===== src/rtl/quant_mcu_sequencer.sv =====
// quant_mcu_sequencer: issues Y/Cb/Cr quantizer enables in 4:2:0 MCU order,
// gated by downstream credits, and tags each quantizer output from a FIFO.
module quant_mcu_sequencer #(
    parameter int Y_PER_MCU = 4,
    parameter int CREDITS   = 4,
    parameter int TAG_DEPTH = 8
) (
    input  logic        clk,
    input  logic        rst,
    input  logic        start,
    input  logic [15:0] num_mcus,
    input  logic        y_valid,
    output logic        y_ready,
    input  logic        cb_valid,
    output logic        cb_ready,
    input  logic        cr_valid,
    output logic        cr_ready,
    output logic        y_q_en,
    output logic        cb_q_en,
    output logic        cr_q_en,
    input  logic        y_q_done,
    input  logic        cb_q_done,
    input  logic        cr_q_done,
    input  logic        credit_return,
    output logic        out_valid,
    output logic [1:0]  out_comp,
    output logic [1:0]  out_blk,
    output logic        out_last,
    output logic        busy,
    output logic        done,
    output logic        err
);

    localparam int AW = $clog2(TAG_DEPTH);

    typedef enum logic [2:0] {S_IDLE, S_ISSUE_Y, S_ISSUE_CB, S_ISSUE_CR, S_DRAIN} state_t;

    typedef struct packed {
        logic [1:0] comp;
        logic [1:0] blk;
        logic       last;
    } tag_t;

    state_t      state, state_nxt;
    logic [15:0] num_mcus_r;
    logic [15:0] mcu_cnt, mcu_cnt_nxt;
    logic [1:0]  y_idx, y_idx_nxt;
    logic [3:0]  credits;
    logic        done_nxt;
    logic        start_acc;

    tag_t        fifo [TAG_DEPTH];
    logic [AW:0] wr_ptr, rd_ptr;
    logic [AW:0] fifo_cnt;
    logic        fifo_empty, fifo_full;
    tag_t        head, push_tag;

    logic        can_issue, issue, any_done, pop, multi_done, cr_ovf, err_evt;
    logic [1:0]  done_comp;

    assign fifo_cnt   = wr_ptr - rd_ptr;
    assign fifo_empty = (wr_ptr == rd_ptr);
    assign fifo_full  = (wr_ptr[AW] != rd_ptr[AW]) && (wr_ptr[AW-1:0] == rd_ptr[AW-1:0]);
    assign head       = fifo[rd_ptr[AW-1:0]];

    // Only the component whose turn it is may see ready; needs a credit and a tag slot.
    assign can_issue = (credits != 4'd0) && !fifo_full;
    assign y_ready   = (state == S_ISSUE_Y)  && can_issue;
    assign cb_ready  = (state == S_ISSUE_CB) && can_issue;
    assign cr_ready  = (state == S_ISSUE_CR) && can_issue;
    assign y_q_en    = y_valid  & y_ready;
    assign cb_q_en   = cb_valid & cb_ready;
    assign cr_q_en   = cr_valid & cr_ready;
    assign issue     = y_q_en | cb_q_en | cr_q_en;

    assign push_tag.comp = (state == S_ISSUE_Y) ? 2'd0 : (state == S_ISSUE_CB) ? 2'd1 : 2'd2;
    assign push_tag.blk  = (state == S_ISSUE_Y) ? y_idx : 2'd0;
    assign push_tag.last = (state == S_ISSUE_CR) && ((mcu_cnt + 16'd1) == num_mcus_r);

    // Output side: any quantizer out_enable is a tagged block; tag fields read 0 when nothing is in flight.
    assign any_done   = y_q_done | cb_q_done | cr_q_done;
    assign pop        = any_done & !fifo_empty;
    assign multi_done = (y_q_done & cb_q_done) | (y_q_done & cr_q_done) | (cb_q_done & cr_q_done);
    assign done_comp  = y_q_done ? 2'd0 : cb_q_done ? 2'd1 : 2'd2;
    assign out_valid  = any_done;
    assign out_comp   = fifo_empty ? 2'd0 : head.comp;
    assign out_blk    = fifo_empty ? 2'd0 : head.blk;
    assign out_last   = fifo_empty ? 1'b0 : head.last;

    assign cr_ovf  = credit_return && !issue && (credits == 4'(CREDITS));
    assign err_evt = (any_done & fifo_empty) | (pop & (done_comp != head.comp)) | multi_done | cr_ovf;
    assign busy    = (state != S_IDLE);

    // Next-state: walk Y x Y_PER_MCU, Cb, Cr per MCU, then drain in-flight tags.
    always_comb begin
        state_nxt   = state;
        y_idx_nxt   = y_idx;
        mcu_cnt_nxt = mcu_cnt;
        done_nxt    = 1'b0;
        start_acc   = 1'b0;
        case (state)
            S_IDLE: begin
                if (start) begin
                    start_acc   = 1'b1;
                    mcu_cnt_nxt = 16'd0;
                    y_idx_nxt   = 2'd0;
                    if (num_mcus == 16'd0) done_nxt  = 1'b1;
                    else                   state_nxt = S_ISSUE_Y;
                end
            end
            S_ISSUE_Y: begin
                if (y_q_en) begin
                    if (y_idx == 2'(Y_PER_MCU - 1)) begin
                        y_idx_nxt = 2'd0;
                        state_nxt = S_ISSUE_CB;
                    end else begin
                        y_idx_nxt = y_idx + 2'd1;
                    end
                end
            end
            S_ISSUE_CB: begin
                if (cb_q_en) state_nxt = S_ISSUE_CR;
            end
            S_ISSUE_CR: begin
                if (cr_q_en) begin
                    mcu_cnt_nxt = mcu_cnt + 16'd1;
                    y_idx_nxt   = 2'd0;
                    state_nxt   = (mcu_cnt_nxt == num_mcus_r) ? S_DRAIN : S_ISSUE_Y;
                end
            end
            S_DRAIN: begin
                // The empty check keeps the FSM from wedging if error pops emptied the FIFO early.
                if ((pop && (fifo_cnt == {{AW{1'b0}}, 1'b1})) || fifo_empty) begin
                    state_nxt = S_IDLE;
                    done_nxt  = 1'b1;
                end
            end
            default: state_nxt = S_IDLE;
        endcase
    end

    // Control state, counters, credits, tag pointers and sticky error.
    always_ff @(posedge clk) begin
        if (rst) begin
            state      <= S_IDLE;
            y_idx      <= 2'd0;
            mcu_cnt    <= 16'd0;
            num_mcus_r <= 16'd0;
            credits    <= 4'(CREDITS);
            wr_ptr     <= '0;
            rd_ptr     <= '0;
            done       <= 1'b0;
            err        <= 1'b0;
        end else begin
            state   <= state_nxt;
            y_idx   <= y_idx_nxt;
            mcu_cnt <= mcu_cnt_nxt;
            done    <= done_nxt;
            if (start_acc) num_mcus_r <= num_mcus;
            if (issue && !credit_return)
                credits <= credits - 4'd1;
            else if (!issue && credit_return && !cr_ovf)
                credits <= credits + 4'd1;
            if (issue) wr_ptr <= wr_ptr + 1'b1;
            if (pop)   rd_ptr <= rd_ptr + 1'b1;
            if (start_acc)    err <= err_evt;
            else if (err_evt) err <= 1'b1;
        end
    end

    // Tag storage; no reset needed since the pointers define validity.
    always_ff @(posedge clk) begin
        if (issue) fifo[wr_ptr[AW-1:0]] <= push_tag;
    end

endmodule


===== config.mk =====
export PLATFORM = sky130hd
export DESIGN_NAME = quant_mcu_sequencer
export DESIGN_NICKNAME = d
export VERILOG_FILES = /design/src/rtl/quant_mcu_sequencer.sv
export SDC_FILE = /design/constraint.sdc
export NUM_CORES = 1
export LEC_CHECK = 0
export CORE_MARGIN = 2
export CORE_UTILIZATION = 55
export DETAILED_ROUTE_END_ITERATION = 6
export GPL_ROUTABILITY_DRIVEN = 0
export HOLD_SLACK_MARGIN = 0.12
export PLACE_DENSITY = 0.76
export SKIP_LAST_GASP = 1
export SYNTH_ARGS = -nofsm -noshare
export SYNTH_HDL_FRONTEND = slang
export SYNTH_SLANG_ARGS = --single-unit

===== constraint.sdc =====
create_clock -name clk -period 4.2 [get_ports clk]
set_input_delay 0.42 -clock clk [delete_from_list [all_inputs] [get_ports clk]]
set_output_delay 0.42 -clock clk [all_outputs]
set_load 0.05 [all_outputs]

Word-level counts from Yosys, hierarchy flattened

Memories as Yosys holds them, arrays and structs flattened. A register that Yosys moved wholly into a read port is not among the register bits.
Index checks and enable logic that the tools add are counted.

Bits in registers: 51
Memory bits (writable): 40
Input bits: 26
Output and inout bits: 15
Logic and storage cells: 121
Memories kept: 1

Memories:

| memory | depth | bits a word | rd ports | clocked after Yosys merged registers in | wr ports | RTL line | text |
|---|---|---|---|---|---|---|---|
| fifo   | 8     | 5           | 1        | 1                                       | 1        | 52       | `tag_t fifo [TAG_DEPTH];` |

Add/subtract/negate cells: 7
Equality and inequality tests: 19
Multiplexer cells: 39
Bitwise operators: 18
Reduce and logical (&&, ||, !) cells: 28

Operator list:

| kind                                                | number |
|---|---|
| two-way mux 16 bit                                  | 2 |
| one-hot mux 16 bit (2 select lines)                 | 1 |
| two-way mux 3 bit                                   | 10 |
| two-way mux 2 bit                                   | 11 |
| adder 16 x 1 -> 16 bit, second input constant       | 1 |
| equality test 16 bit                                | 1 |
| logical NOT 16 bit                                  | 1 |
| one-hot mux 3 bit (5 select lines)                  | 1 |
| adder 4 x 1 -> 4 bit, second input constant         | 3 |
| inequality test 2 bit, second input constant        | 6 |
| logical AND 1 bit                                   | 11 |
| two-way mux 1 bit                                   | 10 |
| AND 1 bit                                           | 9 |
| OR 1 bit                                            | 9 |
| two-way mux 4 bit                                   | 2 |
| AND reduction 7 bit                                 | 1 |
| equality test 3 x 2 -> 1 bit, second input constant | 2 |
| one-hot mux 2 bit (3 select lines)                  | 1 |
| nonzero test 2 bit                                  | 3 |
| nonzero test 3 bit                                  | 2 |
| logical NOT 1 bit                                   | 5 |
| equality test 4 x 1 -> 1 bit, second input constant | 1 |
| equality test 4 x 3 -> 1 bit, second input constant | 1 |
| equality test 4 bit                                 | 1 |
| other kinds (16)                                    | 16 |

Longest topological paths before layout

Gate-level depths: netlist of run 1.

Depth after elaboration: 15
Depth in mapped cells: 11
Mapped depth without buffers: 11

Worst setup path after synthesis of run 1

Ideal clock, no wire load.

Kind: register -> register
Start: register wr_ptr[0]
End: register credits[3]
Setup time: 128 ps
Data arrival time: 2299 ps
Data required time: 4072 ps
Path slack: 1773 ps
Stages on the path, launching flop included: 12
Path buffers: 0
Clock period less this slack: 2427 ps
Cells stage by stage: dfxtp_1 -> inv_1 -> ha_1 -> nand3_1 -> o21a_1 -> and3_1 -> ha_1 -> a21o_1 -> a21oi_1 -> mux2i_1 -> xor2_1 -> nor2_1

Word-level cells in the longest chain between the ends: 14
Elaborated cells between the ends (all ways): 20
Classes of those cells: 1 x eq/ne; 1 x mux; 5 x bitwise; 13 x reduce/logical

Ends and longest elaborated chain:

| what                                 | RTL line | text |
|---|---|---|
| start, declared                      | 53       | `logic [AW:0] wr_ptr, rd_ptr;` |
| start signal, assigned               | 164      | `if (issue) wr_ptr <= wr_ptr + 1'b1;` |
| equality test 3 bit *                | 63       | `assign fifo_full = (wr_ptr[AW] != rd_ptr[AW]) && (wr_ptr[AW-1:0] == rd_ptr[AW-1:0]);` |
| logical AND 1 bit *                  | 63       |  |
| logical NOT 1 bit *                  | 67       | `assign can_issue = (credits != 4'd0) && !fifo_full;` |
| logical AND 1 bit *                  | 67       |  |
| logical AND 1 bit (on tied branches) | 68, 69   |  |
| AND 1 bit (on tied branches)         | 71, 72   |  |
| OR 1 bit                             | 74       | `assign issue = y_q_en \| cb_q_en \| cr_q_en;` |
| OR 1 bit *                           | 74       |  |
| logical NOT 1 bit                    | 90, 162  |  |
| logical AND 1 bit                    | 90, 162  |  |
| logical AND 1 bit                    | 90       | `assign cr_ovf = credit_return && !issue && (credits == 4'(CREDITS));` |
| logical NOT 1 bit                    | 162      | `else if (!issue && credit_return && !cr_ovf)` |
| logical AND 1 bit                    | 162      |  |
| nonzero test 2 bit (no line)         | --       |  |
| end signal, assigned                 | 149      | `credits <= 4'(CREDITS);` |
| end signal, assigned                 | 161      | `credits <= credits - 4'd1;` |
| end signal, assigned                 | 163      | `credits <= credits + 4'd1;` |
| end, declared                        | 48       | `logic [3:0] credits;` |

Mark *: on every way between the ends. The rest lies on a longest branch, timed or not.
A chain may end at the register's enable or synchronous reset.

Worst setup path in the final report of run 1

Start: register wr_ptr[0]
End: output port cr_q_en

Word-level cells in the longest chain between the ends: 6

Ends and longest elaborated chain:

| what                | RTL line | text |
|---|---|---|
| equality test 3 bit | 63       |  |
| logical AND 1 bit   | 63       |  |
| logical NOT 1 bit   | 67       |  |
| logical AND 1 bit   | 67       |  |
| logical AND 1 bit   | 70       | `assign cr_ready = (state == S_ISSUE_CR) && can_issue;` |
| AND 1 bit           | 73       | `assign cr_q_en = cr_valid & cr_ready;` |
| end, declared       | 20       | `output logic cr_q_en,` |

No other way between the ends.

==> results of run 1 <==
==> how the worst min path moves through the flow <==
stage / startpoint / endpoint / slack (ps) / cells past startpoint
after floorplan: num_mcus_r[13] / num_mcus_r[13] / 450 / 2
after global placement: num_mcus_r[8] / num_mcus_r[8] / 460 / 2
after detailed placement: num_mcus_r[0] / num_mcus_r[0] / 460 / 2
after CTS: num_mcus_r[0] / num_mcus_r[0] / 480 / 2
after global routing: num_mcus_r[15] / num_mcus_r[15] / 510 / 2
final: num_mcus_r[0] / num_mcus_r[0] / 470 / 2
==> layer usage <==
layer | up-vias | track usage [%]
met5 | - | 0
li1 | 1870 | -
met3 | 12 | 4.82
met1 | 1823 | 32.8
met2 | 95 | 34.5
met4 | 0 | 6.11
==> flip-flops by register name, summed over array words and instances (netlist names), named ones only <==
name and count:
state 3, err 1, mcu_cnt 16, done 1, num_mcus_r 16, fifo 40, y_idx 2, wr_ptr 4
rd_ptr 4, credits 4
==> layout by cell type, fill, tap and decap left out, types with 15 or more instances in the layout <==
cell type        count
a21oi_1             45
clkdlybuf4s50_1     39
dfxtp_1             54
edfxtp_1            40
inv_1               15
nand2_1             47
nor2_1              47
o21ai_0             19
xnor2_1             18
==> logic make-up (layout without fill, tap and decap cells) <==
group           count (synthesis)  after routing  share of synthesized area [%]
buf+inv                        43             75                           4.39
mux                            20             20                           6.62
xor+xnor                       28             28                           4.97
compound gates                106            106                           13.5
flops                          94             94                           46.3
fa+ha+maj                      11             11                           3.09
simple gates                  192            192                           21.2
==> power by group <==
part           switching (µW)  internal, µW
clock                     376           240
sequential               70.6           991
combinational             325           248
==> stage by stage <==
stage | util [%] | instances | setup WS, ps
floorplan | - | 494 | 1770
global placement | 61.1 | 618 | 1140
detailed placement | 61.1 | 618 | 958
CTS | 63.5 | 634 | 837
global route | 63.5 | 634 | 721
finish | 63.5 | 634 | 803
==> area by class of cell <==
cell class | instances | area [µm²]
Clock buffer | 9 | 124
Clock inverter | 7 | 81.3
Inverter | 16 | 60.1
Timing Repair Buffer | 43 | 418
Sequential cell | 94 | 2280
Multi-Input combinational cell | 357 | 2430
Tap cell | 108 | 135
Fill cell | 702 | 3190
==> worst min-delay path, cell delays in order, from the launching register on <==
cell and delay, ps:
dfxtp_1 330, nand2_1 50, a21oi_1 50
==> metrics.yaml, run 1 <==
outcome:
  outcome: "complete, no violations"
critical_path:
  endpoint_kind: "output pin"
  cp_slowest_cell: "clkdlybuf4s50_1"
  worstRegToRegCells: 6
  reg2reg_to: "fifo[0][0]"
  max_stage_delay_ps: 870
  r2r_slack_ps: 1220
  critPathLaunch: "wr_ptr[0]"
  crit_required_ps: 3780
  cp.arrival_ps: 2980
  cp_cell_sequence: "inv_1 > ha_1 > nand3_1 > o2111ai_2 > buf_4 > inv_2 > clkdlybuf4s50_1"
  cp.depth: 7
  path_class: "reg -> out"
  r2r_start: "wr_ptr[0]"
  critPathCapture: "cr_q_en"
  crit_fanout: 15
  critPathBufInv: 4
  critical-path-top-delay-family: "buffers and inverters"
  start_kind: "register"
global_routing:
  grt_pass1_wl_mm: 17.6
  grt_max_degree: 53
  antenna_found_initial: 0
  groute.usage.overall_pct: 22.5
  grt_overflow: 0
  grt_pass1_vias: 3568
drt:
  vias: 3800
  drt-met1-wl_mm: 5.09
  highest_layer: "met4"
  drt_iter0_drc: 332
  drc: 0
  dr_wl_met2_mm: 5.03
  drtAntennaViolNets: 0
  wl_mm: 10.6
  post_drt_wl_per_cell_um: 16.7
  vias_per_cell: 5.99
  firstDrtPassIters: 5
  met3_length_um: 386
synthesis:
  netlist_instances: 494
  synth.avg_cell_area_um2: 9.98
  ys_types: 76
  synthMostInstantiatedCell: "dfxtp_1"
  synth_warnings: 0
  netlist_area_um2: 4930
  synth_ff_type: "dfxtp_1"
  synthesis.nets: 531
  seq_area_frac_synth_pct: 46.3
  synthTopCellsByArea: "edfxtp_1, dfxtp_1, a21oi_1, mux4_2, nand2_1"
  synth_common_cells: "dfxtp_1, nand2_1, nor2_1"
  synth_top_cell_area_share_pct: 24.4
  synth_edf_count: 40
  async_flop_share_pct: 0
  ys_seq_elements: 94
  synth_largest_area_cell: "edfxtp_1"
floorplanning:
  die_h_um: 98.7
  die_area_um2: 9740
  die_w_um: 98.7
  initial_utilization_pct: 56.6
  rows: 34
  ios: 41
  core_area_um2: 8720
placed_design:
  dpl.hpwl_mm: 7.53
  port_buffers: 40
  placed_area_um2: 5330
cells_and_area:
  drive_above_1_share_pct: 10.6
  nNetsFinal: 558
  diodes: 0
  finalInstanceArea_um2: 5530
  syn2layout_area_growth_pct: 12.2
clock_tree:
  cts_buffers: 9
  ctsHtreeMaxLevel: 3
  post_cts_buffers: 0
  cts.sinks: 94
  insertion_delay_ps: 380
  hold_buffers: 0
  clk_pin_slew_ps: 110
  ctsResizeCount: 0
  clockRootBuffer: "clkbuf_8"
  cts_tree: "done"
  clock_path_buffers: 2
timing:
  setup_viol: 0
  fin_setup_tns_ps: 0
  fin_crit_ps: 3400
  period_share_pct: 80.9
  slew_headroom_pct: 23.6
  final-max-slew-violation-count: 0
  skew_ps: 14.3
  worst_pin_slew_ps: 1130
  rsz0062_at_grt: "false"
  hold_slack_ps: 474
  max_freq_ghz: 0.294
  finalHoldViolCount: 0
worst_hold_path:
  hp-class: "reg -> reg"
job:
  cap_violations: 0
pwr:
  p_per_area_nw_per_um2: 407
  p_leak_uw: 0.00187
  p_total_uw: 2250
  peakVddDrop_v: 0.000264
Note: power is estimated with default switching activity, not from simulation.
==> run 2, diff against run 1 <==
==> constraint.sdc (replaced) <==
create_clock -name clk -period 3.26 [get_ports clk]
set_input_delay 0.326 -clock clk [delete_from_list [all_inputs] [get_ports clk]]
set_output_delay 0.326 -clock clk [all_outputs]
set_load 0.05 [all_outputs]
==> run 2 against run 1 <==
Effect of this change: clock power rose by 24%; total power rose by 28%; register-to-register slack worse by 800 ps; non-clock buffer count rose by 10; final cell count up 1.6%; largest cell class unchanged; largest power group unchanged; highest routed layer unchanged.
==> metrics.yaml, run 2 (synthesized netlist as in run 1, its figures left out) <==
global_routing:
  busiest_layer: "met2"  # unchanged
  grt.met2_usage_pct: 35.7  # was 34.5%
  antenna_found_initial: 0  # unchanged
  grt_max_degree: 28  # was 53
  grt_overflow: 0  # unchanged
  grt_use_met3_pct: 4.89  # was 4.82%
  grt_pass1_wl_mm: 17.5  # was 17.6 mm
  grt_pass1_vias: 3667  # was 3568
  grt_util_met1_pct: 31.9  # was 32.8%
  groute.usage.overall_pct: 22.5  # about the same
floorplanning:
  die_area_um2: 9740  # unchanged
  core_area_um2: 8720  # unchanged
  initial_utilization_pct: 56.6  # unchanged
  ios: 41  # unchanged
  die_h_um: 98.7  # unchanged
  rows: 34  # unchanged
  die_w_um: 98.7  # unchanged
clock_tree:
  clock_path_buffers: 2  # unchanged
  ctsHtreeMaxLevel: 3  # unchanged
  cts_tree: "done"  # unchanged
  post_cts_buffers: 0  # unchanged
  clockRootBuffer: "clkbuf_8"  # unchanged
  clk_pin_slew_ps: 110  # about the same
  cts.sinks: 94  # unchanged
  hold_buffers: 0  # unchanged
  insertion_delay_ps: 370  # was 380 ps
  cts_buffers: 9  # unchanged
timing:
  rsz0062_at_grt: "false"  # unchanged
  slew_headroom_pct: 59.8  # was 23.6%
  fin_setup_tns_ps: 0  # unchanged
  fin_crit_ps: 3040
  period_share_pct: 93.2
  final-max-slew-violation-count: 0  # unchanged
  skew_ps: 16.0  # was 14.3 ps
  max_freq_ghz: 0.329
  finalHoldViolCount: 0  # unchanged
  setup_viol: 0  # unchanged
  worst_pin_slew_ps: 603  # was 1130 ps
critical_path:
  worstRegToRegCells: 11  # was 6
  cp.arrival_ps: 2710  # was 2980 ps
  start_kind: "register"  # unchanged
  crit_fanout: 11  # was 15
  endpoint_kind: "output pin"  # unchanged
  crit_required_ps: 2930  # was 3780 ps
  path_class: "reg -> out"  # unchanged
drt:
  drc: 0  # unchanged
  vias: 3798  # was 3800
  wl_mm: 10.5  # was 10.6 mm
  post_drt_wl_per_cell_um: 16.3  # was 16.7 µm
  firstDrtPassIters: 5  # unchanged
  drtAntennaViolNets: 0  # unchanged
  drt_iter0_drc: 280  # was 332
  vias_per_cell: 5.90  # was 5.99
pwr:
  p_per_area_nw_per_um2: 515  # was 407 nW/µm²
  peakVddDrop_v: 0.000386  # was 0.000264 V
  p_leak_uw: 0.00192  # was 0.00187 µW
job:
  cap_violations: 0  # unchanged
cells_and_area:
  syn2layout_area_growth_pct: 13.6  # was 12.2%
  diodes: 0  # unchanged
  nNetsFinal: 568  # was 558
  final_common_cell: "dfxtp_1"  # unchanged
  largest_reg_flops: 40  # unchanged
  finalInstanceArea_um2: 5610  # was 5530 µm²
  layout_common_cells: "dfxtp_1, nor2_1, nand2_1"  # unchanged
  nFillCells: 715  # was 702
  drive_above_1_share_pct: 12.5  # was 10.6%
outcome:
  outcome: "complete, no violations"  # unchanged
placed_design:
  port_buffers: 40  # unchanged
  dpl.hpwl_mm: 7.57  # was 7.53 mm
  placed_area_um2: 5400  # was 5330 µm²
worst_hold_path:
  hold_depth: 2  # unchanged
  hp-class: "in -> reg"  # was reg -> reg
-- run 2: cell count changes in the layout (fill, tap and decap cells not counted) --
| cell | change |
|---|---|
| buf_4 | +10 |
| inv_6 | -3 |
| dfxtp_2 | +1 |
| clkinv_8 | -1 |
| inv_8 | +1 |
| clkinv_4 | +3 |
| dfxtp_1 | -1 |
-- run 2: report_power, final --
part | internal, µW | leakage, µW | total, µW | switching (µW)
sequential | 1280 | 0.000797 | 1360 | 84.7
combinational | 331 | 0.00102 | 764 | 432
clock | 304 | 0.000102 | 762 | 458
-- run 2: worst paths after layout --
path / start / slack, ps / endpoint
worst max-delay path: wr_ptr[0] / 220 / cb_q_en
worst min-delay path: rst / 390 / credits[0]
worst max register to register: wr_ptr[0] / 420 / credits[3]
worst min register to register: num_mcus_r[0] / 470 / num_mcus_r[0]
-- run 2: metal layers --
layer	vias to the layer above	routed length, µm
li1	1888	-
met1	1818	5090
met2	88	4950
met3	4	419
met4	0	65
met5	-	0
-- run 2: final cells by class --
type,count,area [µm²],share of cell area (%)
well taps,108,135,2.41
multi-input cells,357,2430,43.4
repair buffers,53,493,8.79
inverters,16,60.1,1.07
clock buffers,9,124,2.21
flip-flops and latches,94,2280,40.7
clock inverters,7,76.3,1.36
-- run 2: through the flow --
step	util (%)	hold WS, ps	worst slack [ps]	total power (µW)	cells
after floorplan	-	445	833	1950	494
after global placement	62.0	458	529	2130	628
after detailed placement	62.0	462	433	2150	628
after CTS	64.3	379	158	2910	644
after global routing	64.3	407	37.8	3050	644
final	64.3	393	222	2890	644
-- run 2: what timing repair did --
item | 4_1_cts | 5_1_grt
gates resized for setup | 0 | 1
endpoints found under the setup margin | 0 | 1
endpoints found under the hold margin | 0 | 0
-- run 2: worst max-delay path, cell delays in order, from the launching register on --
cell,delay (ps)
dfxtp_1,460
inv_1,90
ha_1,320
nand3_1,160
o21a_1,320
and3_1,210
clkdlybuf4s50_1,800
==> RTL edit 1 (flow settings as in run 2) <==
The parameter `TAG_DEPTH` goes from 8 to 16.
--- a/src/rtl/quant_mcu_sequencer.sv
+++ b/src/rtl/quant_mcu_sequencer.sv
@@ -3,7 +3,7 @@
 module quant_mcu_sequencer #(
     parameter int Y_PER_MCU = 4,
     parameter int CREDITS   = 4,
-    parameter int TAG_DEPTH = 8
+    parameter int TAG_DEPTH = 16
 ) (
     input  logic        clk,
     input  logic        rst,
Behaviour: same outputs for any inputs over 4 cycles, from zero or initial values and one cycle with rst high; that may be too few to reach the edited logic, so the function may still have changed.
==> RTL edit 1 against run 2 <==
- the flow now finishes with violations (DRC)
- setup slack gained 58 ps
- synthesized area is 32% higher
- sequential share of layout area is 5.9 points higher
- count of clock-buffer cells in the layout up 8
- non-clock buffer count increased by 1
- routed wire length increased by 32%
- final cell count up 18%
- sequential cell count grew 43
- utilization up 1.7 points
- first-iteration DRC count is 22% higher
- power grew 84%
- critical path type unchanged
- register-to-register slack got worse by 70 ps
- design area grew 36%
- synthesized cell count rose by 13%
==> RTL edit 1: results (changes against run 2) <==
outcome=complete, but fails checks; failing checks=DRC; crit path DAT=2650 ps (-60 ps); first-pass GRT wire length=22,220 um (+27%); DRC viols=3 (+3); root buffer cell=clkbuf_16; Post-synth EDFFs=80 (+100%); Leakage=2.716 nW (+41%); xor-xnor portion of the synthesized cell area=0.05758 (+0.007861); CTS H-tree depth=4 (+1); Total GRT Usage=0.2306 (+0.005481); final setup skew=7.042 ps (-8.998 ps); adder-cell share of the synthesized area=0.03109 (+0.0001453); largest net degree at the start of global routing=55 (+96%); synth cell count leaders=edfxtp_1, nand2_1, dfxtp_1, nor2_1, a21oi_1; compound-gate portion of the synthesized area=0.07812 (-0.05684); Final nets=643 (+13%); hold path start=num_mcus_r[10]; Peak VDD IR=0.0004216 V (+9.3%); vias in the first global route=4,378 (+19%); CTS buffer count=17 (+8); mux contribution to synthesized area=0.1000 (+0.03379); M1 WL=5808 um (+14%); drt wl/cell=18.36 um (+12%); Via-to-Cell Ratio=5.867 (-0.52%); # fillers=841 (+18%); Netlist cell types=56 (-26%); flop2flop setup slack=350 ps (-70 ps); Rel. slew slack=0.3332 (-0.2646); metal3 WL=731 um (+74%); Synth area leaders=edfxtp_1, dfxtp_1, mux4_2, a21oi_1, nand2_1; DR WL met2=7127 um (+44%); Seq/Total Area, Yosys=0.5436 (+0.08086); hold crit path type=reg -> reg; Storage cell area=3543 sq um (+55%); Max FO, Critical Path=8 (-3); Mapped Nets=599 (+13%)
[RTL edit 1: final timing paths]
path | endpoint | cells after the start
worst min register to register | num_mcus_r[10] | 2
worst max-delay path | y_q_en | 6
worst min-delay path | num_mcus_r[10] | 2
worst max register to register | credits[3] | 11
[RTL edit 1: layer usage]
metal	global-route usage	vias to the layer above
li1	-	2138
met1	0.2831	2163
met2	0.3936	116
met3	0.06320	24
met4	0.08455	0
met5	0	-
[RTL edit 1: area by class of cell]
cell class | instances | share of cell area
inverters | 16 | 0.007900
clock buffers | 17 | 0.05596
multi-input cells | 376 | 0.3616
repair buffers | 54 | 0.06452
flip-flops and latches | 137 | 0.4661
well taps | 143 | 0.02354
clock inverters | 14 | 0.02041
[RTL edit 1: kinds of logic after synthesis]
group,count (synthesis)
buffers and inverters,45
muxes,32
DFF,137
adders and majority gates,15
AOI/OAI and AO/OA,85
and+or+nand+nor,202
xor gates and xnor gates,42
[RTL edit 1: worst max-delay path, delay by kind of cell, from the launching register on]
family	cells	cell delay, ps
compound gates	1	210
fa+ha+maj	1	320
buf+inv	2	930
flops	1	420
simple gates	2	360
[RTL edit 1: through the flow]
stage	worst slack, ps	util	std cells	total power, mW	hold WS, ps
2_1_floorplan	699.9	-	558	3.066	447.8
3_3_place_gp	461.9	0.6095	726	3.401	460.5
3_5_place_dp	352.1	0.6095	726	3.444	464.4
4_1_cts	117.4	0.6599	757	5.324	467.6
5_1_grt	108.7	0.6601	757	5.517	479.4
6_report	280.7	0.6601	757	5.304	465.3
[RTL edit 1: repair_timing]
| action | in CTS | in global routing |
|---|---|---|
| buffers inserted | 0 | 0 |
| gates resized for setup | 0 | 1 |
| endpoints found under the setup margin | 0 | 1 |
[RTL edit 1: report_power, final]
part           switching, mW  leakage [nW]  total [mW]  internal [mW]
Sequential             0.102          1.20        2.05           1.95
Combinational          0.803          1.23        1.37          0.564
Clock                  0.703         0.285        1.89           1.19
Total                   1.61          2.72        5.30           3.70
==> RTL edit 2 (config.mk and constraints of run 2) <==
Made on the original files. Encoding of `state_t`: now one-hot (5 bits for 5 states).
--- a/src/rtl/quant_mcu_sequencer.sv
+++ b/src/rtl/quant_mcu_sequencer.sv
@@ -33,7 +33,7 @@
 
     localparam int AW = $clog2(TAG_DEPTH);
 
-    typedef enum logic [2:0] {S_IDLE, S_ISSUE_Y, S_ISSUE_CB, S_ISSUE_CR, S_DRAIN} state_t;
+    typedef enum logic [4:0] {S_IDLE = 5'b00001, S_ISSUE_Y = 5'b00010, S_ISSUE_CB = 5'b00100, S_ISSUE_CR = 5'b01000, S_DRAIN = 5'b10000} state_t;
 
     typedef struct packed {
         logic [1:0] comp;
Formal check against the unedited RTL: no difference found for any inputs over 4 cycles, from zero or initial values and one cycle with rst high; so few cycles prove little.
==> RTL edit 2 against run 2 <==
- highest routed layer unchanged
- routed wire length up 0.71%
- combinational power up 45%
- setup slack worse by 62 ps
- largest power group unchanged
- sequential share of layout area up 0.60 points
- power up 15%
- sequential cell count increased by 2
- synthesized area decreased by 2.1%
- design area grew 0.27%
==> RTL edit 2: results (changes against run 2) <==
final setup skew=19.48 ps (+3.436 ps); Worst Setup Slack post-DPL=212.0 ps (-221.4 ps); hold endpoint=num_mcus_r[9]; Leakage=2.029 nW (+5.7%); Final nets=573 (+0.88%); hold crit path type=reg -> reg; synth cell count leaders=dfxtp_1, nor2_1, a21oi_1, edfxtp_1, nand2_1; adder-cell share of the synthesized area=0.03368 (+0.002730); reg2reg path depth=13 (+2); Max FO, Critical Path=20 (+9); via count=3,786 (-0.32%); mux contribution to synthesized area=0.06114 (-0.005070); RR Startpoint=rd_ptr[1]; Synth area leaders=edfxtp_1, dfxtp_1, a21oi_1, mux4_2, xnor2_1; largest net degree at the start of global routing=57 (+100%); flop2flop setup slack=240 ps (-180 ps); Peak VDD IR=0.0006536 V (+69%); vias in the first global route=3,704 (+1.0%); compound-gate portion of the synthesized area=0.1137 (-0.02123); Post-DP HPWL=7790 um (+2.9%); Seq/Total Area, Yosys=0.4808 (+0.01812); layout cells sized above 1=0.1035 (-0.02149); Total GRT Usage=0.2330 (+0.007810); Mapped Nets=528 (-0.56%); Post-DP Area=5409 sq um (about the same); first-pass GRT wire length=17,960 um (+2.4%); outcome=complete, no violations; Rel. slew slack=0.3157 (-0.2820); crit path DAT=2770 ps (+60 ps); xor-xnor portion of the synthesized cell area=0.06166 (+0.01194); initial DRC count=368 (+31%); hold path start=num_mcus_r[9]
==> RTL edit 2: metrics by stage <==
step                cells    util
CTS                   649  0.6498
finish                649  0.6508
global placement      633  0.6263
global route          649  0.6508
detailed placement    633  0.6263
floorplan             491       -
==> RTL edit 2: worst max-delay path, cell delays in order (launching register included) <==
cell and delay, ps:
dfxtp_1 430, inv_1 100, ha_1 290, and3_1 260
a211oi_2 380, nand2_1 140, buf_4 230, inv_1 180
buf_4 240, buf_12 150
==> RTL edit 2: cell type report <==
class / instances / area, sq um
Inverter: 17 / 63.81
Fill cell: 678 / 3015
Sequential cell: 96 / 2323
Tap cell: 108 / 135.1
Clock buffer: 9 / 123.9
Timing Repair Buffer: 58 / 538.0
Multi-Input combinational cell: 354 / 2355
Clock inverter: 7 / 81.33
==> RTL edit 2: worst max path at each step <==
stage	start	to	cells after the start
detailed placement	wr_ptr[0]	credits[3]	13
floorplan	wr_ptr[0]	fifo[0][0]	8
finish	rd_ptr[1]	cr_q_en	9
CTS	wr_ptr[0]	cr_ready	6
global route	wr_ptr[1]	credits[3]	12
global placement	wr_ptr[0]	credits[3]	13
==> RTL edit 2: metal layers <==
layer / part of all wire / vias to the layer above / track usage / routed length, um
li1: - / 1880 / - / -
met1: 0.48 / 1777 / 0.3384 / 5035
met2: 0.47 / 115 / 0.3607 / 4929
met3: 0.048 / 14 / 0.05180 / 511
met4: 0.012 / 0 / 0.05556 / 123
met5: 0 / - / 0 / 0
==> RTL edit 2: what timing repair did <==
| item | in CTS | in global routing |
|---|---|---|
| gates cloned | 0 | 0 |
| setup endpoints to repair | 2 | 4 |
| hold buffers | 0 | 0 |
| resized for setup | 2 | 2 |
==> RTL edit 2: kinds of logic after synthesis <==
kind of cell / after synthesis
AND/OR/NAND/NOR: 199
flip-flops: 96
AO/OA/AOI/OAI: 92
buffers and inverters: 41
XOR/XNOR: 34
multiplexers: 17
adder cells (fa/ha/maj): 12
==> RTL edit 2: where the power goes <==
part	internal, mW	total (mW)	leakage [nW]	switching [mW]
Combinational	0.452	1.11	1.07	0.658
Sequential	1.34	1.44	0.854	0.100
Clock	0.306	0.771	0.103	0.465
Total	2.10	3.32	2.03	1.22
